File: src/rtl/struct_prepend_pkg.sv
// Shared stream-primitive types: prepend FSM states, header sizing helper and
// a default-width AXI-stream beat payload.
package struct_prepend_pkg;

   typedef enum logic [1:0] {
      IDLE   = 2'd0,
      STREAM = 2'd1,
      FLUSH  = 2'd2
   } state_e;

   function automatic int unsigned hdr_bytes(input int unsigned hdr_width);
      return hdr_width / 8;
   endfunction

   localparam int unsigned AXIS_DATA_W = 512;
   localparam int unsigned AXIS_KEEP_W = AXIS_DATA_W / 8;

   typedef struct packed {
      logic [AXIS_DATA_W-1:0] data;
      logic [AXIS_KEEP_W-1:0] keep;
      logic                   last;
   } axis_beat_t;

endpackage

File: src/rtl/axis_out_reg.sv
// Single registered AXI-stream output stage; can_load_c tells the producer
// when a new beat may be offered without breaking the hold-while-stalled rule.
module axis_out_reg #(
   parameter int unsigned DATA_W = 512,
   parameter int unsigned KEEP_W = 64
) (
   input  logic              clk,
   input  logic              rst,
   input  logic              in_valid,
   input  logic [DATA_W-1:0] in_data,
   input  logic [KEEP_W-1:0] in_keep,
   input  logic              in_last,
   output logic              can_load_c,
   output logic [DATA_W-1:0] m_tdata,
   output logic [KEEP_W-1:0] m_tkeep,
   output logic              m_tlast,
   output logic              m_tvalid,
   input  logic              m_tready
);

   logic [DATA_W-1:0] data_q, data_d;
   logic [KEEP_W-1:0] keep_q, keep_d;
   logic              last_q, last_d;
   logic              valid_q, valid_d;

   assign can_load_c = ~valid_q | m_tready;

   always_comb begin
      data_d  = data_q;
      keep_d  = keep_q;
      last_d  = last_q;
      valid_d = valid_q;
      if (can_load_c) begin
         valid_d = in_valid;
         if (in_valid) begin
            data_d = in_data;
            keep_d = in_keep;
            last_d = in_last;
         end
      end
   end

   always_ff @(posedge clk or posedge rst) begin
      if (rst) begin
         data_q  <= '0;
         keep_q  <= '0;
         last_q  <= 1'b0;
         valid_q <= 1'b0;
      end else begin
         data_q  <= data_d;
         keep_q  <= keep_d;
         last_q  <= last_d;
         valid_q <= valid_d;
      end
   end

   assign m_tdata  = data_q;
   assign m_tkeep  = keep_q;
   assign m_tlast  = last_q;
   assign m_tvalid = valid_q;

endmodule

File: src/rtl/struct_prepend.sv
// Prepends a fixed-width header struct to an AXI-stream packet, shifting the
// payload up by the header byte count and flushing the spill-over carry.
module struct_prepend
   import struct_prepend_pkg::*;
#(
   parameter int unsigned BUF_DATA_WIDTH = 512,
   parameter int unsigned BUF_KEEP_WIDTH = BUF_DATA_WIDTH / 8,
   parameter int unsigned HDR_WIDTH      = 112
) (
   input  logic                      clk,
   input  logic                      rst,
   input  logic [HDR_WIDTH-1:0]      s_struct_axis_tdata,
   input  logic                      s_struct_axis_tvalid,
   output logic                      s_struct_axis_tready,
   input  logic [BUF_DATA_WIDTH-1:0] s_inbuf_axis_tdata,
   input  logic [BUF_KEEP_WIDTH-1:0] s_inbuf_axis_tkeep,
   input  logic                      s_inbuf_axis_tlast,
   input  logic                      s_inbuf_axis_tvalid,
   output logic                      s_inbuf_axis_tready,
   output logic [BUF_DATA_WIDTH-1:0] m_outbuf_axis_tdata,
   output logic [BUF_KEEP_WIDTH-1:0] m_outbuf_axis_tkeep,
   output logic                      m_outbuf_axis_tlast,
   output logic                      m_outbuf_axis_tvalid,
   input  logic                      m_outbuf_axis_tready
);

   localparam int unsigned DW = BUF_DATA_WIDTH;
   localparam int unsigned KW = BUF_KEEP_WIDTH;
   localparam int unsigned HW = HDR_WIDTH;
   localparam int unsigned HB = hdr_bytes(HDR_WIDTH);

   state_e          state_q, state_d;
   logic [HW-1:0]   carry_q, carry_d;
   logic [HB-1:0]   carry_keep_q, carry_keep_d;

   logic            can_load_c;
   logic            ol_valid;
   logic [DW-1:0]   ol_data;
   logic [KW-1:0]   ol_keep;
   logic            ol_last;
   logic            fire;
   logic [HB-1:0]   spill_keep;

   // Upper header-sized slice of the incoming beat no longer fits and spills
   assign spill_keep = s_inbuf_axis_tkeep[KW-1:KW-HB];

   always_comb begin
      state_d              = state_q;
      carry_d              = carry_q;
      carry_keep_d         = carry_keep_q;
      ol_valid             = 1'b0;
      ol_data              = '0;
      ol_keep              = '0;
      ol_last              = 1'b0;
      fire                 = 1'b0;
      s_struct_axis_tready = 1'b0;
      s_inbuf_axis_tready  = 1'b0;

      case (state_q)
         IDLE: begin
            fire                 = can_load_c & s_struct_axis_tvalid & s_inbuf_axis_tvalid;
            s_struct_axis_tready = fire;
            s_inbuf_axis_tready  = fire;
            ol_data = {s_inbuf_axis_tdata[DW-HW-1:0], s_struct_axis_tdata};
            ol_keep = {s_inbuf_axis_tkeep[KW-HB-1:0], {HB{1'b1}}};
         end
         STREAM: begin
            fire                = can_load_c & s_inbuf_axis_tvalid;
            s_inbuf_axis_tready = can_load_c;
            ol_data = {s_inbuf_axis_tdata[DW-HW-1:0], carry_q};
            ol_keep = {s_inbuf_axis_tkeep[KW-HB-1:0], carry_keep_q};
         end
         FLUSH: begin
            ol_valid = can_load_c;
            ol_data  = {{(DW-HW){1'b0}}, carry_q};
            ol_keep  = {{(KW-HB){1'b0}}, carry_keep_q};
            ol_last  = 1'b1;
            if (can_load_c) state_d = IDLE;
         end
         default: state_d = IDLE;
      endcase

      // Shared accept path for IDLE and STREAM: update carry, decide flush
      if (fire) begin
         ol_valid     = 1'b1;
         carry_d      = s_inbuf_axis_tdata[DW-1:DW-HW];
         carry_keep_d = spill_keep;
         if (!s_inbuf_axis_tlast) begin
            state_d = STREAM;
         end else if (spill_keep == '0) begin
            ol_last = 1'b1;
            state_d = IDLE;
         end else begin
            state_d = FLUSH;
         end
      end

      if (rst) begin
         s_struct_axis_tready = 1'b0;
         s_inbuf_axis_tready  = 1'b0;
      end
   end

   always_ff @(posedge clk or posedge rst) begin
      if (rst) begin
         state_q      <= IDLE;
         carry_q      <= '0;
         carry_keep_q <= '0;
      end else begin
         state_q      <= state_d;
         carry_q      <= carry_d;
         carry_keep_q <= carry_keep_d;
      end
   end

   axis_out_reg #(
      .DATA_W (DW),
      .KEEP_W (KW)
   ) u_out (
      .clk        (clk),
      .rst        (rst),
      .in_valid   (ol_valid),
      .in_data    (ol_data),
      .in_keep    (ol_keep),
      .in_last    (ol_last),
      .can_load_c (can_load_c),
      .m_tdata    (m_outbuf_axis_tdata),
      .m_tkeep    (m_outbuf_axis_tkeep),
      .m_tlast    (m_outbuf_axis_tlast),
      .m_tvalid   (m_outbuf_axis_tvalid),
      .m_tready   (m_outbuf_axis_tready)
   );

endmodule

File: config.mk
export PLATFORM = sky130hd
export DESIGN_NAME = struct_prepend
export DESIGN_NICKNAME = d
export VERILOG_FILES = /design/src/rtl/struct_prepend_pkg.sv /design/src/rtl/axis_out_reg.sv /design/src/rtl/struct_prepend.sv
export SDC_FILE = /design/constraint.sdc
export NUM_CORES = 2
export LEC_CHECK = 0
export CAP_MARGIN = 5
export CORE_AREA = 2 2 501 503
export DETAILED_ROUTE_END_ITERATION = 8
export DIE_AREA = 0 0 503 505
export PLACE_DENSITY = 0.4
export SYNTH_ARGS = -nofsm -noshare
export SYNTH_HDL_FRONTEND = slang
export SYNTH_HIERARCHICAL = 1
export SYNTH_SLANG_ARGS = --single-unit
File: constraint.sdc
create_clock -name clk -period 27.1 [get_ports clk]
set_input_delay 4.065 -clock clk [delete_from_list [all_inputs] [get_ports clk]]
set_output_delay 4.065 -clock clk [all_outputs]
set_load 0.005 [all_outputs]
Word level (Yosys, flattened, before mapping)
Index checks and enable logic that the tools add are counted.

storage, ports and cells
  output and inout port bits = 580
  register bits after elaboration = 706

cells by class
  equal/unequal tests = 4
  reduce and logical (&&, ||, !) cells = 5
  multiplexer cells = 18
  bitwise logic cells = 5

operators by type and width
  kind                number
  $pmux 512 s3        1
  $pmux 64 s3         1
  $logic_not 14->1    1
  $mux 1              9
  $mux 2              4
  $pmux 1 s2          2
  $pmux 2 s2          1
  $reduce_and 2->1    2
  $and 1x1->1         3
  $ne 3x3->1 const B  1
  $eq 2x1->1 const B  1
  $eq 2x2->1 const B  1
  $logic_not 2->1     1
  $ne 2x1->1 const B  1
  $reduce_or 2->1     1
  $not 1->1           1
  $or 1x1->1          1

Logic depth before layout (Yosys ltp)
  depth in word-level cells = 7
  depth in mapped cells = 9
  gate-level depth less buffers = 5

By module
Netlist, hierarchy kept.

by module, submodules not included
  module          cells each  times used  area an instance (um^2)
  axis_out_reg    1,222       1           21,680.8
  struct_prepend  1,046       1           9,799.4

Worst setup path after synthesis
OpenSTA, ideal clock, no wires.

  path kind = input port to output port
  start point = in rst
  end point = out s_inbuf_axis_tready
  data required time = 23,035 ps
  path slack = 15,853 ps
  stages = 2
  arrival time = 7,182 ps
  cell sequence = inv_1 a41o_1

on the way
  word-level cells in the longest chain between the ends = 1

RTL lines
  element          RTL line              RTL
  start, declared  struct_prepend.sv:11  input logic rst,
  $mux 1           struct_prepend.sv:98  if (rst) begin
  end, declared    struct_prepend.sv:19  output logic s_inbuf_axis_tready,

Every way passes these cells.

Final worst setup path
  start point = in m_outbuf_axis_tready
  end point = out s_inbuf_axis_tready

on the way
  word-level cells in the longest chain between the ends = 5

RTL lines
  element                    RTL line              RTL
  start, declared            struct_prepend.sv:24  input logic m_outbuf_axis_tready
  $or 1x1->1 (*)             axis_out_reg.sv:26    assign can_load_c = ~valid_q | m_tready;
  via can_load_c             struct_prepend.sv:36  logic can_load_c;
  $and 1x1->1 (2 in series)  struct_prepend.sv:61  fire = can_load_c & s_struct_axis_tvalid & s_inbuf_axis_tvalid;
  $pmux 1 s2 (*)             struct_prepend.sv:59  case (state_q)
  $mux 1 (*)                 struct_prepend.sv:98

The timed path passes the listed nets; every way through them passes the cells marked *.

==> flow_summary.ini <==
[critical_path]
crit_slowest_cell = clkdlybuf4s50_1
worstSetupStartpointType = primary input
cp.required_ps = 23030
r2r_cells = 8
cpLargestDelayFamily = buffers and inverters
path_cells = clkdlybuf4s50_1 -> nand2b_4 -> nand3_1 -> nor4_2 -> buf_4 -> a41o_1 -> clkdlybuf4s50_1
cp_num_buf_inv = 3
worstPathArrival_ps = 6260
critPathMaxFanout = 8
r2r-end = u_out/m_tdata[441]
path_class = in -> out
r2r-start = state_q[0]
critPathMaxStageDelay_ps = 560
crit_cells = 7
endpoint_kind = primary output
cp_common_cell = clkdlybuf4s50_1
reg2reg_slack_ps = 21960

[timing]
worst_pin_slew_ps = 1094
finalCritPeriodShare_pct = 38.10
min_period_ps = 10330
setup-violations-final = 0
finalHoldViolations = 0
final.setup_skew_ps = 69.41
slew_headroom_pct = 27.05
setup_tns_ps = 0
slew_viol_final = 0
rsz0062_at_grt = no
max_freq_ghz = 0.09684

[clocking]
cts-root-buf = clkbuf_16
htreeDepth = 3
clock_sinks = 706
cts_buffer_depth = 3
cts_tree = yes
cts_made_buffers = 92
postCtsSetupRepairBufs = 0
insertion_delay_ps = 740
cts.clk_slew.worst_paths_ps = 60
cts_hold_buf = 0
cts_resized = 0

[yosys]
ys_types = 34
synthFlopType = dfrtp_1
ys_seq_elements = 706
synth_area_leaders = dfrtp_1, mux2_2, nor2b_1
synth.net_count = 2962
synthSimpleGateAreaFrac_pct = 9.841
synth-edff-count = 0
synth-adder-area-share_pct = 0.4452
synth_compound_area_share_pct = 2.727
yosys-top-cells-count = dfrtp_1, mux2_2, nor2b_1
synth.mux.area_fraction_pct = 27.02
synth_top_family_by_area = multiplexers
synth.top_cell.area_share_pct = 56.12
synth_most_common_cell = dfrtp_1
ys_seq_area_share_pct = 56.12
yosysWarnings = 6
synth_area_leader_cell = dfrtp_1
async_flop_share_pct = 100.0
synth_area_mm2 = 0.03148
synthCells = 2268
synth_xor_area_share_pct = 0.05167
post_synth.cell_area_avg_um2 = 13.88

[place]
placed_cells = 6748
place.gp.congestion = 0.8192
dp_hpwl_mm = 141.0
io_buffers = 1273

[detailed_routing]
final_antenna_net_count = 0
wl_per_cell_um = 25.13
vias = 23369
drt-total-wl_mm = 174.8
drc = 0
vias_per_cell = 3.359
drt_iter0_drc = 947
first_pass_iters = 4

[power_and_ir_drop]
power_density_mw_per_mm2 = 106.1
power_uw = 5377
peakVddDrop_uv = 54.98
p_leak_uw = 0.01992

[worst_hold_path]
min_path_cells = 1
hp-start = u_out/m_tdata[137]
min_path_type = reg -> reg
min_to = u_out/m_tdata[137]

[floorplan]
die_x_um = 503
num_rows = 183
die-area_mm2 = 0.2540
fp.dieH_um = 505
initial_core_util_pct = 12.68
ioPinCount = 1274
core_mm2 = 0.2482

[layout]
area_delta_synth_final_pct = 61.05
nFillCells = 27068
instances_no_fill = 6957
drive_gt1_share_pct = 24.80
nNetsFinal = 4206

[global_routing]
grt_pass1_vias = 24672
grt.total_usage_pct = 13.23
grt_max_degree = 94
antenna_found_initial = 133
grt_pass1_wl_mm = 229.4
grt.overflow.total = 0

[job]
maxCapViolCount = 0

[run_status]
status = completed
## area by class of cell
type	count	area, um2	share of cell area, %
antenna	46	115.1	0.2270
clock buffer	141	2726	5.378
clock inverter	22	307.8	0.6071
inverter	6	37.54	0.07404
multi-input combinational	1398	12670	24.98
sequential	706	17670	34.86
tap	3330	4167	8.218
timing repair buffer	1308	13010	25.65
## stage by stage
stage                     cell area, um2  util [%]  hold slack (ps)  setup WS (ps)
after CTS                          50580     20.38            503.7          16610
after global placement             47550     19.16            486.0          16520
after global routing               50590     20.38            510.7          16600
final                              50700     20.43            501.3          16770
after detailed placement           47550     19.16            491.4          16610
after floorplan                    31480         -            481.5           6864
## worst reg2reg max path, cell delays in order, from the launching register on
cell     delay, ps
dfrtp_4        760
inv_1          460
nand2_1        200
o21ai_1        170
nand2_8        390
buf_4          780
buf_4          810
buf_4          920
mux2_2         490
## worst max path at each step
stage	start	endpoint	slack (ps)
2_1_floorplan	rst	u_out/m_tdata[0]	6860
3_3_place_gp	s_inbuf_axis_tvalid	s_inbuf_axis_tready	16520
3_5_place_dp	s_inbuf_axis_tvalid	s_inbuf_axis_tready	16610
4_1_cts	s_inbuf_axis_tvalid	s_inbuf_axis_tready	16610
5_1_grt	rst	s_inbuf_axis_tready	16600
6_report	m_outbuf_axis_tready	s_inbuf_axis_tready	16770
## power by group
part	internal [uW]	switching [uW]	total, uW
Sequential	1570	325	1890
Clock	715	524	1240
Combinational	1350	901	2250
## cells in the final DEF, fill, tap and decap left out, types with 24 or more instances in the layout
cell type	count
clkbuf_16	92
mux2i_1	48
mux2_4	29
o21ai_0	48
clkbuf_1	25
dfrtp_1	704
a22o_1	64
diode_2	46
nor2b_1	445
nand2_1	50
clkbuf_8	24
mux2_2	674
buf_4	35
clkdlybuf4s50_1	1273
## sequential cells by signal, indices dropped and copies added (netlist names)
| name | count |
|---|---|
| state_q | 2 |
| u_out/m_tvalid | 1 |
| carry_q | 112 |
| u_out/m_tkeep | 64 |
| carry_keep_q | 14 |
| u_out/m_tdata | 512 |
| u_out/m_tlast | 1 |
## layer usage
metal / part of all wire, % / vias to the layer above / global-route usage [%]
met5: 0.25 / - / 0
met4: 2.1 / 68 / 2.640
met3: 12 / 247 / 7.183
met2: 48 / 1028 / 22.77
met1: 37 / 11665 / 14.22
li1: - / 10361 / -
## cell families (layout without fill, tap and decap cells)
logic type,Yosys count,count (layout)
mux,751,751
other cells,0,46
buf+inv,164,1477
compound gates,119,119
simple gates,513,513
xor+xnor,1,1
flops,706,706
fa+ha+maj,14,14
Note: power is estimated with default switching activity, not from simulation.
